### src/rtl/midi_pkg.sv
// midi_pkg: MIDI status bytes, decoded command types and parser states
package midi_pkg;
  localparam logic [7:0] ST_ON   = 8'h90;
  localparam logic [7:0] ST_OFF  = 8'h80;
  localparam logic [7:0] ST_CC   = 8'hB0;
  localparam logic [7:0] ST_BEND = 8'hE0;
  typedef enum logic [1:0] {T_ON, T_OFF, T_CC, T_BEND} cmd_type_e;
  typedef enum logic [1:0] {IDLE, VOICE, D1, D2} state_e;
  function automatic logic is_status(input logic [7:0] b);
    return b == ST_ON || b == ST_OFF || b == ST_CC || b == ST_BEND;
  endfunction
  function automatic cmd_type_e status_type(input logic [7:0] b);
    return b == ST_OFF ? T_OFF : b == ST_CC ? T_CC : b == ST_BEND ? T_BEND : T_ON;
  endfunction
endpackage

### src/rtl/cmd_fifo.sv
// cmd_fifo: synchronous show-ahead FIFO with wrap-bit pointers
module cmd_fifo #(
  parameter int WIDTH = 8,
  parameter int DEPTH = 4
) (
  input  logic             clk,
  input  logic             reset,
  input  logic             push,
  input  logic [WIDTH-1:0] din,
  input  logic             pop,
  output logic [WIDTH-1:0] dout,
  output logic             full,
  output logic             empty
);
  localparam int AW = $clog2(DEPTH);
  logic [WIDTH-1:0] mem [DEPTH];
  logic [AW:0] wp_q, wp_d, rp_q, rp_d;
  logic wr, rd;
  always_comb begin
    empty = wp_q == rp_q;
    full  = (wp_q ^ rp_q) == {1'b1, {AW{1'b0}}};
    rd    = pop && !empty;
    wr    = push && (!full || rd);
    wp_d  = wr ? wp_q + 1'b1 : wp_q;
    rp_d  = rd ? rp_q + 1'b1 : rp_q;
    dout  = mem[rp_q[AW-1:0]];
  end
  always_ff @(posedge clk) begin
    if (reset) begin
      wp_q <= '0;
      rp_q <= '0;
    end else begin
      wp_q <= wp_d;
      rp_q <= rp_d;
    end
  end
  always_ff @(posedge clk) begin
    if (wr) mem[wp_q[AW-1:0]] <= din;
  end
endmodule

### src/rtl/midi_cmd_decoder.sv
// midi_cmd_decoder: synchronises SPI byte strobes and parses MIDI commands into a FIFO
module midi_cmd_decoder
  import midi_pkg::*;
#(
  parameter int NUM_VOICES     = 16,
  parameter int FIFO_DEPTH     = 4,
  parameter int TIMEOUT_CYCLES = 50000,
  localparam int VOICE_W       = NUM_VOICES > 1 ? $clog2(NUM_VOICES) : 1
) (
  input  logic               clk,
  input  logic               reset,
  input  logic               rx_done,
  input  logic [7:0]         rx_data,
  output logic               out_valid,
  input  logic               out_ready,
  output logic [1:0]         out_type,
  output logic [VOICE_W-1:0] out_voice,
  output logic [6:0]         out_key,
  output logic [13:0]        out_value,
  output logic               busy,
  output logic [7:0]         err_count,
  output logic [7:0]         ovf_count
);
  localparam int TO_W  = $clog2(TIMEOUT_CYCLES + 1);
  localparam int WIDTH = 2 + VOICE_W + 21;
  logic s1_q, s2_q, prev_q, edge_q, edge_d;
  logic [7:0] byte_q, byte_d, err_q, err_d, ovf_q, ovf_d;
  state_e state_q, state_d;
  cmd_type_e type_q, type_d;
  logic [VOICE_W-1:0] voice_q, voice_d;
  logic [6:0] d1_q, d1_d, key;
  logic [13:0] value;
  logic [TO_W-1:0] to_q, to_d;
  logic push, err_inc, known, full, empty;
  logic [WIDTH-1:0] dout;
  always_comb begin
    edge_d  = s2_q & ~prev_q;
    byte_d  = edge_d ? rx_data : byte_q;
    state_d = state_q;
    type_d  = type_q;
    voice_d = voice_q;
    d1_d    = d1_q;
    push    = 1'b0;
    err_inc = 1'b0;
    known   = is_status(byte_q);
    if (edge_q) begin
      if (state_q == IDLE) begin
        if (known) begin
          type_d  = status_type(byte_q);
          state_d = VOICE;
        end
      end else if (byte_q[7]) begin
        err_inc = 1'b1;
        state_d = known ? VOICE : IDLE;
        if (known) type_d = status_type(byte_q);
      end else begin
        case (state_q)
          VOICE: begin
            if (32'(byte_q) < NUM_VOICES) begin
              voice_d = VOICE_W'(byte_q);
              push    = type_q == T_OFF;
              state_d = type_q == T_OFF ? IDLE : D1;
            end else begin
              err_inc = 1'b1;
              state_d = IDLE;
            end
          end
          D1: begin
            d1_d    = byte_q[6:0];
            state_d = D2;
          end
          D2: begin
            push    = 1'b1;
            state_d = IDLE;
          end
          default: ;
        endcase
      end
    end else if (state_q != IDLE && to_q == TO_W'(TIMEOUT_CYCLES)) begin
      err_inc = 1'b1;
      state_d = IDLE;
    end
    to_d  = (edge_q || state_q == IDLE) ? '0 : to_q + 1'b1;
    key   = (type_q == T_ON || type_q == T_CC) ? d1_q : 7'd0;
    value = type_q == T_BEND ? {byte_q[6:0], d1_q} : type_q == T_OFF ? 14'd0 : {7'd0, byte_q[6:0]};
    err_d = err_q + {7'd0, err_inc && err_q != 8'hFF};
    ovf_d = ovf_q + {7'd0, push && full && !(out_ready && out_valid) && ovf_q != 8'hFF};
  end
  // Synchroniser and edge history reset high so a level already high at release is not an edge
  always_ff @(posedge clk) begin
    if (reset) begin
      s1_q    <= 1'b1;
      s2_q    <= 1'b1;
      prev_q  <= 1'b1;
      edge_q  <= 1'b0;
      byte_q  <= '0;
      state_q <= IDLE;
      type_q  <= T_ON;
      voice_q <= '0;
      d1_q    <= '0;
      to_q    <= '0;
      err_q   <= '0;
      ovf_q   <= '0;
    end else begin
      s1_q    <= rx_done;
      s2_q    <= s1_q;
      prev_q  <= s2_q;
      edge_q  <= edge_d;
      byte_q  <= byte_d;
      state_q <= state_d;
      type_q  <= type_d;
      voice_q <= voice_d;
      d1_q    <= d1_d;
      to_q    <= to_d;
      err_q   <= err_d;
      ovf_q   <= ovf_d;
    end
  end
  cmd_fifo #(.WIDTH(WIDTH), .DEPTH(FIFO_DEPTH)) u_fifo (
    .clk(clk), .reset(reset), .push(push), .din({type_q, voice_d, key, value}),
    .pop(out_ready), .dout(dout), .full(full), .empty(empty)
  );
  always_comb begin
    out_valid = !empty;
    out_type  = out_valid ? dout[WIDTH-1 -: 2] : 2'd0;
    out_voice = out_valid ? dout[21 +: VOICE_W] : '0;
    out_key   = out_valid ? dout[14 +: 7] : 7'd0;
    out_value = out_valid ? dout[13:0] : 14'd0;
    busy      = state_q != IDLE;
    err_count = err_q;
    ovf_count = ovf_q;
  end
endmodule

### config.mk
export PLATFORM = sky130hd
export DESIGN_NAME = midi_cmd_decoder
export DESIGN_NICKNAME = d
export VERILOG_FILES = /design/src/rtl/midi_pkg.sv /design/src/rtl/cmd_fifo.sv /design/src/rtl/midi_cmd_decoder.sv
export SDC_FILE = /design/constraint.sdc
export NUM_CORES = 1
export LEC_CHECK = 0
export BUFFER_PORTS_ARGS = -buffer_cell sky130_fd_sc_hd__buf_4
export CORE_ASPECT_RATIO = 0.6
export CORE_MARGIN = 2
export CORE_UTILIZATION = 53
export DETAILED_ROUTE_END_ITERATION = 16
export PLACE_DENSITY = 0.79
export SETUP_SLACK_MARGIN = 0.1
export SYNTH_ARGS = -nofsm -noshare
export SYNTH_HDL_FRONTEND = slang
export SYNTH_SLANG_ARGS = --single-unit
### constraint.sdc
create_clock -name clk -period 3.86 [get_ports clk]
set_input_delay 0.193 -clock clk [delete_from_list [all_inputs] [get_ports clk]]
set_output_delay 0.193 -clock clk [all_outputs]
set_load 0.02 [all_outputs]
Yosys cells after proc, flatten, opt, wreduce, memory -nomap -nowiden
Memories as Yosys holds them, arrays and structs flattened. A register that Yosys moved wholly into a read port is not among the register bits.
Cells that the tools add are included.
{"block": "word_totals", "inputBits": 12, "word_cells": 110, "register_bits": 65, "output_inout_bits": 45, "mem_bits_rw": 108, "mem_count": 1}
{"name": "u_fifo.mem", "depth": 4, "word_bits": 27, "read_ports": 1, "rd_ports_with_merged_regs": 1, "wr": 1, "line_no": "cmd_fifo.sv:16", "rtl": "logic [WIDTH-1:0] mem [DEPTH];"}
{"block": "classes", "n_lt_le_gt_ge": 1, "eq_ne": 17, "bitwise": 5, "add_sub_neg": 5, "reduce_logical": 25, "mux": 42}
{"op": "8-bit equality test, second input constant", "count": 4}
{"op": "2-bit two-way mux", "count": 16}
{"op": "14-bit two-way mux", "count": 2}
{"op": "4-bit two-way mux", "count": 6}
{"op": "7-bit two-way mux", "count": 3}
{"op": "16-bit by 1-bit adder with 16-bit output, second input constant", "count": 1}
{"op": "8-bit by 1-bit adder with 8-bit output", "count": 2}
{"op": "16-bit equality test, second input constant", "count": 1}
{"op": "8-bit inequality test, second input constant", "count": 2}
{"op": "1-bit two-way mux", "count": 13}
{"op": "2-bit equality test, second input constant", "count": 4}
{"op": "8-bit by 5-bit less-than comparator with 1-bit output, second input constant", "count": 1}
{"op": "1-bit logical AND", "count": 7}
{"op": "3-bit by 1-bit adder with 3-bit output, second input constant", "count": 2}
{"op": "1-bit logical OR", "count": 6}
{"op": "6-bit by 1-bit inequality test with 1-bit output, second input constant", "count": 1}
{"op": "2-bit one-hot mux with 3 select lines", "count": 1}
{"op": "2-bit nonzero test", "count": 3}
{"op": "2-bit by 1-bit equality test with 1-bit output, second input constant", "count": 2}
{"op": "2-bit zero test", "count": 2}
{"op": "4-bit AND reduction", "count": 1}
{"op": "3-bit equality test", "count": 1}
{"op": "3-bit equality test, second input constant", "count": 1}
{"op": "1-bit zero test", "count": 3}
{"op": "8 further kinds", "count": 10}

Depth between registers and ports, before layout
Gate-level depths: netlist (run 1).
{"block": "depth", "depth_word": 10, "mapped_depth": 11, "ltp_nobuf": 11}

Modules after synthesis
A second synthesis (run 1) with hierarchy kept.
{"block": "unflattened", "cells_unflattened": 545, "area_unflattened_um2": 7362.1}
{"module": "cmd_fifo", "area_each_um2": 4434.3, "seq_area_each_um2": 3403.3, "instances": 1, "cells_each": 196}
{"module": "midi_cmd_decoder", "area_each_um2": 2927.8, "seq_area_each_um2": 1181.1, "instances": 1, "cells_each": 349}

Worst setup path after synthesis (run 1)
Ideal clock, no wire load.
{"block": "synth_timing", "path_type": "register -> register", "from": "register state_q[1]", "to": "register err_q[5] (netlist: err_count[5])", "path_buffers": 0, "arrival_time_ns": 2.391, "setup_time_ns": 0.070, "required_time_ns": 3.790, "path_stages_with_launch": 10, "period_less_slack_ns": 2.462, "path_slack_ns": 1.398, "path_cell_list": "dfxtp_1 -> nor2_1 -> or4b_1 -> or4_1 -> o21ai_0 -> o21a_1 -> ha_1 -> nand3_1 -> or3_1 -> a21oi_1"}
{"block": "synth_via", "elab_chain_cells": 7, "word_cells_on_any_way": 11, "classes_between": "add/sub: 1; eq/ne: 1; mux: 5; reduce/logical: 4"}
{"element": "start, declared", "line_no": "midi_cmd_decoder.sv:28", "rtl": "state_e state_q, state_d;"}
{"element": "start signal, assigned", "line_no": "midi_cmd_decoder.sv:110", "rtl": "state_q <= state_d;"}
{"element": "2-bit by 1-bit equality test with 1-bit output", "line_no": "midi_cmd_decoder.sv:57", "rtl": "case (state_q)"}
{"element": "1-bit two-way mux", "line_no": "midi_cmd_decoder.sv:57"}
{"element": "1-bit two-way mux", "line_no": "midi_cmd_decoder.sv:52", "rtl": "end else if (byte_q[7]) begin"}
{"element": "1-bit two-way mux", "line_no": "midi_cmd_decoder.sv:47", "rtl": "if (state_q == IDLE) begin"}
{"element": "1-bit two-way mux *", "line_no": "midi_cmd_decoder.sv:46", "rtl": "if (edge_q) begin"}
{"element": "1-bit logical AND *", "line_no": "midi_cmd_decoder.sv:86", "rtl": "err_d = err_q + {7'd0, err_inc && err_q != 8'hFF};"}
{"element": "8-bit by 1-bit adder with 8-bit output *", "line_no": "midi_cmd_decoder.sv:86"}
{"element": "end signal, assigned", "line_no": "midi_cmd_decoder.sv:115", "rtl": "err_q <= err_d;"}
{"element": "end, declared", "line_no": "midi_cmd_decoder.sv:27", "rtl": "logic [7:0] byte_q, byte_d, err_q, err_d, ovf_q, ovf_d;"}
Every way passes the cells marked *; elsewhere a longest branch is shown, timed or not.
A chain may end at the register's enable or synchronous reset.

Worst setup path in the final report (run 1)
Same ends and word-level chain as after synthesis.

==> results of run 1 <==
## cell usage in the layout, fill, tap and decap left out, drive strengths merged, types with 11 or more instances in the layout
master    n
nand2    38
buf      62
and3     11
nor2     44
ha       11
nor2b    18
o21ai    15
edfxtp  108
dfxtp    67
a21oi    15
and2     34
mux4     27
clkbuf   17
inv      26
xor2     20
nand3    18
## synth_stat cells (2+ instances only)
cell type / instances / area, µm²
a21oi_1: 15 / 75.1
a31oi_1: 2 / 12.5
and2_1: 34 / 213
and3_1: 11 / 68.8
buf_2: 3 / 15.0
clkbuf_1: 22 / 82.6
dfxtp_1: 67 / 1340
edfxtp_1: 108 / 3240
ha_1: 11 / 138
inv_1: 17 / 63.8
mux2_2: 5 / 56.3
mux2i_1: 10 / 100
mux4_2: 27 / 608
nand2_1: 38 / 143
nand2b_1: 3 / 18.8
nand3_1: 18 / 90.1
nand4_1: 5 / 31.3
nor2_1: 44 / 165
nor2b_1: 18 / 113
nor3_1: 4 / 20.0
nor3_2: 2 / 20.0
nor4_1: 2 / 12.5
o21ai_0: 15 / 75.1
or2_2: 4 / 25.0
or3_1: 7 / 43.8
xnor2_1: 10 / 87.6
xor2_1: 20 / 175
## per-stage QoR
stage / cells / area [µm²] / setup WS (ns) / power (mW) / util [%]
after floorplan: 536 / 7160 / 1.40 / 2.03 / -
after global placement: 742 / 7740 / 1.19 / 2.04 / 59.5
after detailed placement: 742 / 7740 / 1.08 / 2.04 / 59.5
after CTS: 775 / 8340 / 0.959 / 3.74 / 64.1
after global routing: 775 / 8340 / 0.796 / 3.83 / 64.1
final: 775 / 8340 / 0.978 / 3.73 / 64.1
## state kept, by name, indices dropped and copies added (netlist names), named ones only
register	flops
voice_q	4
prev_q	1
err_count	8
d1_q	7
s2_q	1
s1_q	1
ovf_count	8
byte_q	8
edge_q	1
u_fifo.rp_q	3
type_q	2
u_fifo.wp_q	3
state_q	2
u_fifo.mem	108
to_q	16
## power breakdown
group	switching (mW)	internal [mW]
registers	0.00516	1.96
clock network	0.800	0.928
logic	0.0181	0.0134
## layer usage
layer	global-route usage, %	share of wire (%)
met2	31.0	43
met3	5.63	6.2
met5	0	0
met1	30.0	50
met4	5.69	0.57
## logic make-up (layout without fill, tap and decap cells)
family	Yosys count	after routing	share of synthesized area (%)
compound gates	37	37	2.80
xor+xnor	30	30	3.67
fa+ha+maj	11	11	1.92
buf+inv	43	112	2.32
flops	175	175	64.0
mux	42	42	10.7
simple gates	198	198	14.6
## worst max-delay path, stage by stage (launching register included)
cell and delay (ns):
dfxtp_1 0.45, nor2_1 0.11, or4b_1 0.49, or4_1 0.48, o21ai_0 0.25, o21a_1 0.18, ha_1 0.18, nand3_1 0.16
or3_1 0.35, a21oi_1 0.17
## final cells by class
cell class                 instances  area, µm²
clock inverter                    15        170
multi-input combinational        318       2410
clock buffer                      17        425
inverter                          17       63.8
sequential                       175       4590
fill                             919       4670
tap                              170        213
timing repair buffer              63        475
## final timing paths
path | from | end | cells after the start
worst max-delay path | state_q[1] | err_count[5] | 9
worst min-delay path | rx_data[5] | byte_q[5] | 3
worst max register to register | state_q[1] | err_count[5] | 9
worst min register to register | s1_q | s2_q | 1
==> Flow_metrics.wiki, run 1 <==
{| class="wikitable"
! Metric !! Value
|-
| DIE WIDTH || about 150 µm
|-
| Number of synthesized flops with an enable pin || ~110
|-
| Die Height || between 90 and 100 µm
|-
| Count of different cell masters after synthesis || 41
|-
| Antenna diode count || 0
|-
| Clock Latency Late Sink || 0.43 ns
|-
| TritonCTS clock tree || built
|-
| Final-layout worst hold slack || around 0.023 ns
|-
| Global-route wire length before repair || ~23000 µm
|-
| CTS H-Tree Depth || 4
|-
| Number of detailed-routing iterations run before antenna repair || 4
|-
| Type of the worst min-delay path || input port to flop
|-
| Min Clock Period, post-route || between 2 and 3 ns
|-
| Post-route DRC || 0
|-
| Buffers inserted by post-CTS timing repair || 0
|-
| Synthesized instance count || 536
|-
| Number of antenna violations at the first check in global routing || 0
|-
| Synth warnings || 0
|-
| Area of the core region || approximately 13000 µm²
|-
| MaxCap Viol Count || 0
|-
| Most used flip-flop cell after synthesis || edfxtp_1
|-
| Static leakage power || just over 3 nW
|-
| Pin count of the biggest net entering global routing || 53
|-
| Portion of the clock cycle consumed by the worst path in the final layout || between 70% and 80%
|-
| Required arrival time at the worst endpoint || roughly 4.2 ns
|-
| Async set or reset register ratio after synthesis || 0%
|-
| Power per cell area || about 450 nW/µm²
|-
| Total Nets Final || a little over 600
|-
| Worst Skew || between 0.008 and 0.009 ns
|-
| Unrepaired setup endpoints after global routing || no
|-
| Half-perimeter wire length of the detailed placement result || ~8900 µm
|-
| Detailed router's first-iteration violation count || between 200 and 300
|-
| VDD IR-drop max || slightly below 0.3 mV
|-
| Mapped Nets || between 500 and 600
|-
| Count of antenna-violating nets left after detailed routing || 0
|-
| Port Buffers || 56
|-
| Count of final hold-check violations || 0
|-
| Rel. slew slack || between 30% and 40%
|-
| CTS-repair resized insts || 0
|-
| Netlist Area Pre-Place || 7160 µm²
|-
| Number of flip-flops and latches in the synthesized netlist || 175
|-
| Average detailed-routed wire length per instance || 18.2 µm
|-
| Number of global-route vias before repair || roughly 4300
|-
| Final setup fails || 0
|-
| Fraction of layout cells with a size suffix above 1 || between 20% and 30%
|-
| Number of max-slew violations in the final report || 0
|-
| Layout-stage area growth over the synthesis result || 16.5%
|-
| Part of the Yosys area used for sequential elements || around 64%
|-
| Outcome || finished clean
|-
| Clk Tree Root Cell || clkbuf_16
|-
| Overall routed net length || between 10000 and 15000 µm
|-
| Initial standard-cell utilization of the core || about 55%
|-
| TritonCTS Buffers || 17
|-
| Final weighted congestion of routability-driven global placement || between 0.8 and 0.9
|-
| Total gr overflow || 0
|-
| Setup slack, reg-to-reg || about 1 ns
|-
| Slew at the pin closest to its max-slew limit || just over 1 ns
|-
| Via/cell ratio || 5.60
|-
| Num ports || 57
|-
| Row Count || 32
|-
| DR vias || between 4000 and 5000
|-
| Buffer depth of the longest clock path || 2
|-
| Total negative slack for setup checks || 0 ns
|-
| Crit path arrival time || 3.23 ns
|-
| Kind of capture point of the worst setup path || flop
|-
| Maximum operating frequency || 0.347 GHz
|-
| WS Path Type || flop to flop
|-
| Avg Cell Area, Syn || roughly 13 µm²
|-
| Die Footprint || 14500 µm²
|-
| Kind of start point of the critical path || flop
|-
| GRT Overall Usage || about a fifth
|-
| Clock net sink count || between 150 and 200
|-
| Hold buffer count at cts || 1
|-
| Clock slew at reported path FFs || ~0.07 ns
|-
| Crit Path Max Fanout || 7
|}
No activity file was read; power rests on OpenSTA's default activity.
==> run 2: changes to the inputs <==
- PLACE_DENSITY: 0.79 -> 0.82
- clock period: 3.86 -> 2.35 ns (I/O delays scaled with it)
==> run 2 against run 1 <==
Compared with the run above: highest routed layer unchanged; clock power is 64% higher; critical path depth is 2 higher; hold slack better by 0.027 ns; global-route usage is 0.21 points higher; the run now ends with setup timing left; critical endpoint is now err_count[6].
==> Flow_metrics.wiki, run 2 (synthesis gave the netlist of run 1 again) <==
{| class="wikitable"
! Metric !! Value
|-
| Antenna diode count || 0 (unchanged)
|-
| Type of the worst min-delay path || input port to flop (unchanged)
|-
| Total negative slack for setup checks || -0.425 ns (was 0 ns)
|-
| MaxCap Viol Count || 0 (unchanged)
|-
| DIE WIDTH || 154 µm (unchanged)
|-
| Failing checks || setup timing
|-
| Via/cell ratio || 5.66 (was 5.60)
|-
| Clk pwr share || 46.1% (was 46.3%)
|-
| Max reg flops || 108 (unchanged)
|-
| Number of max-slew violations in the final report || 0 (unchanged)
|-
| Required arrival time at the worst endpoint || 2.64 ns (was 4.21 ns)
|-
| Global-route wire length before repair || 23000 µm (was 22600 µm)
|-
| DR vias || 4525 (was 4340)
|-
| Internal Power || 4.86 mW (was 2.91 mW)
|-
| Power per cell area || 703 nW/µm² (was 447 nW/µm²)
|-
| Kind of start point of the critical path || flop (unchanged)
|-
| Final weighted congestion of routability-driven global placement || 0.903 (was 0.840)
|-
| Area of the core region || 13000 µm² (unchanged)
|-
| Half-perimeter wire length of the detailed placement result || 9030 µm (was 8860 µm)
|-
| Port Buffers || 56 (unchanged)
|-
| Crit path arrival time || 2.75 ns (was 3.23 ns)
|-
| Total Nets Final || 641 (was 615)
|-
| Fraction of layout cells with a size suffix above 1 || 27.5% (was 22.0%)
|-
| Final core occ || 67.0% (was 64.1%)
|-
| Worst Skew || 0.0115 ns (was 0.00893 ns)
|-
| Overall routed net length || 14600 µm (was 14100 µm)
|-
| Kind of capture point of the worst setup path || flop (unchanged)
|-
| Multi-input gate area || 2490 µm² (was 2410 µm²)
|-
| Number of antenna violations at the first check in global routing || 0 (unchanged)
|-
| Clk Tree Root Cell || clkbuf_16 (unchanged)
|-
| Register area || 4590 µm² (about the same)
|-
| Count of antenna-violating nets left after detailed routing || 0 (unchanged)
|-
| Commonest cells after routing, fill and taps aside || edfxtp_1 (108), buf_4 (74), dfxtp_1 (60), nor2_1 (43), nand2_1 (38) (was edfxtp_1 (108), dfxtp_1 (66), buf_4 (62), nor2_1 (44), nand2_1 (38))
|-
| Portion of the clock cycle consumed by the worst path in the final layout || 105% (was 74.7%)
|-
| Post-layout worst setup margin || -0.112 ns (was 0.978 ns)
|-
| Die Footprint || 14500 µm² (unchanged)
|-
| Outcome || finished, violations left (was finished clean)
|-
| Count of final hold-check violations || 0 (unchanged)
|-
| Sw Share || 20.6% (was 22.1%)
|-
| TritonCTS Buffers || 17 (unchanged)
|-
| Clock Latency Late Sink || 0.43 ns (about the same)
|-
| Final instance count without filler cells || 800 (was 775)
|-
| Crit Path Max Fanout || 3 (was 7)
|-
| Pin count of the biggest net entering global routing || 53 (unchanged)
|-
| Number of instances in the placed design || 760 (was 742)
|-
| Layout-stage area growth over the synthesis result || 21.7% (was 16.5%)
|-
| Slew at the pin closest to its max-slew limit || 0.734 ns (was 1.01 ns)
|-
| Total gr overflow || 0 (unchanged)
|-
| Maximum operating frequency || 0.406 GHz (was 0.347 GHz)
|-
| WS Path Type || flop to flop (unchanged)
|-
| Cell Area, Placed || 7950 µm² (was 7740 µm²)
|-
| Finished layout cell area || 8710 µm² (was 8340 µm²)
|-
| Die Height || 94.0 µm (unchanged)
|-
| Proportion of power drawn by flip-flops and latches || 52.8% (about the same)
|-
| Clock slew at reported path FFs || 0.06 ns (was 0.07 ns)
|-
| CTS H-Tree Depth || 4 (unchanged)
|-
| Average detailed-routed wire length per instance || 18.3 µm (was 18.2 µm)
|-
| Number of global-route vias before repair || 4474 (was 4312)
|-
| Number of detailed-routing iterations run before antenna repair || 4 (unchanged)
|-
| Min Clock Period, post-route || 2.46 ns (was 2.88 ns)
|-
| Detailed router's first-iteration violation count || 303 (was 282)
|-
| Buffer depth of the longest clock path || 2 (unchanged)
|-
| NetSw || 1.26 mW (was 0.824 mW)
|-
| Fraction of power consumed by combinational cells || 1.1% (was 0.8%)
|-
| Unrepaired setup endpoints after global routing || yes (was no)
|-
| Row Count || 32 (unchanged)
|-
| TritonCTS clock tree || built (unchanged)
|-
| VDD IR-drop max || 0.518 mV (was 0.294 mV)
|-
| Final setup fails || 5 (was 0)
|-
| Clock net sink count || 175 (unchanged)
|-
| Initial standard-cell utilization of the core || 55.0% (unchanged)
|-
| Rel. slew slack || 50.6% (was 32.7%)
|-
| Layout filler cell count || 887 (was 919)
|-
| Static leakage power || 3.15 nW (was 3.04 nW)
|-
| GRT Overall Usage || 20.9% (was 20.7%)
|-
| Num ports || 57 (unchanged)
|-
| Post-route DRC || 0 (unchanged)
|-
| Leading cell type in the layout, fill and taps excluded || edfxtp_1 (unchanged)
|}
run 2: cell types whose count changed in the layout (fill, tap and decap cells not counted), sizes merged:
cell         previous run  this run
clkinv                  5         0
bufinv                  1         2
dlygate4sd3             1         8
inv                    26        25
clkinvlp                0         4
buf                    62        81
run 2: path summary, 6_finish.rpt:
check | to | cells past startpoint | startpoint | slack [ns]
worst min register to register | s2_q | 1 | s1_q | 0.41
worst max register to register | err_count[6] | 11 | state_q[1] | -0.11
worst max-delay path | err_count[6] | 11 | state_q[1] | -0.11
worst min-delay path | u_fifo.rp_q[2] | 4 | out_ready | 0.05
run 2: layout make-up:
class / count / share of cell area [%]
clock buffers: 17 / 4.88
clock inverters: 14 / 1.98
well taps: 170 / 2.44
inverters: 17 / 0.732
multi-input cells: 318 / 28.6
repair buffers: 89 / 8.70
flip-flops and latches: 175 / 52.7
run 2: routing by layer:
layer	wire length [µm]	part of all wire, %	vias to the layer above	GRT usage (%)
li1	-	-	2084	-
met1	6920	47	2293	29.4
met2	6810	47	133	33.3
met3	709	4.9	15	4.15
met4	167	1.1	0	6.85
met5	0	0	-	0
run 2: power by group through the flow:
stage / sequential [mW] / combinational [mW] / clock, mW
6_report: 3.23 / 0.0654 / 2.83
5_1_grt: 3.23 / 0.0704 / 2.99
4_1_cts: 3.23 / 0.0642 / 2.86
3_5_place_dp: 3.30 / 0.0534 / 0
3_3_place_gp: 3.30 / 0.0512 / 0
2_1_floorplan: 3.30 / 0.0307 / 0
run 2: metrics by stage:
step	hold WS, ns	setup slack [ns]	power [mW]
2_1_floorplan	0.221	0.00130	3.33
3_3_place_gp	0.311	-0.00561	3.35
3_5_place_dp	0.309	-0.100	3.36
4_1_cts	0.00466	-0.0908	6.16
5_1_grt	0.0587	-0.194	6.29
6_report	0.0501	-0.112	6.13
run 2: worst max-delay path, stage by stage (launching register included):
cell and delay (ns):
dfxtp_2 0.34, nor2_2 0.05, or4b_1 0.49, or4_4 0.44
o21ai_2 0.13, o21a_1 0.17, ha_4 0.16, buf_6 0.10
ha_4 0.13, nand3_2 0.08, xor2_1 0.19, nor2_1 0.05
run 2: what timing repair did:
item                       in CTS  in global routing
gates resized for setup         6                 12
setup endpoints to repair       7                  8
setup buffers                   1                  0
hold buffers                    8                  0
hold endpoints to repair        8                  0
pin swaps                       1                  3
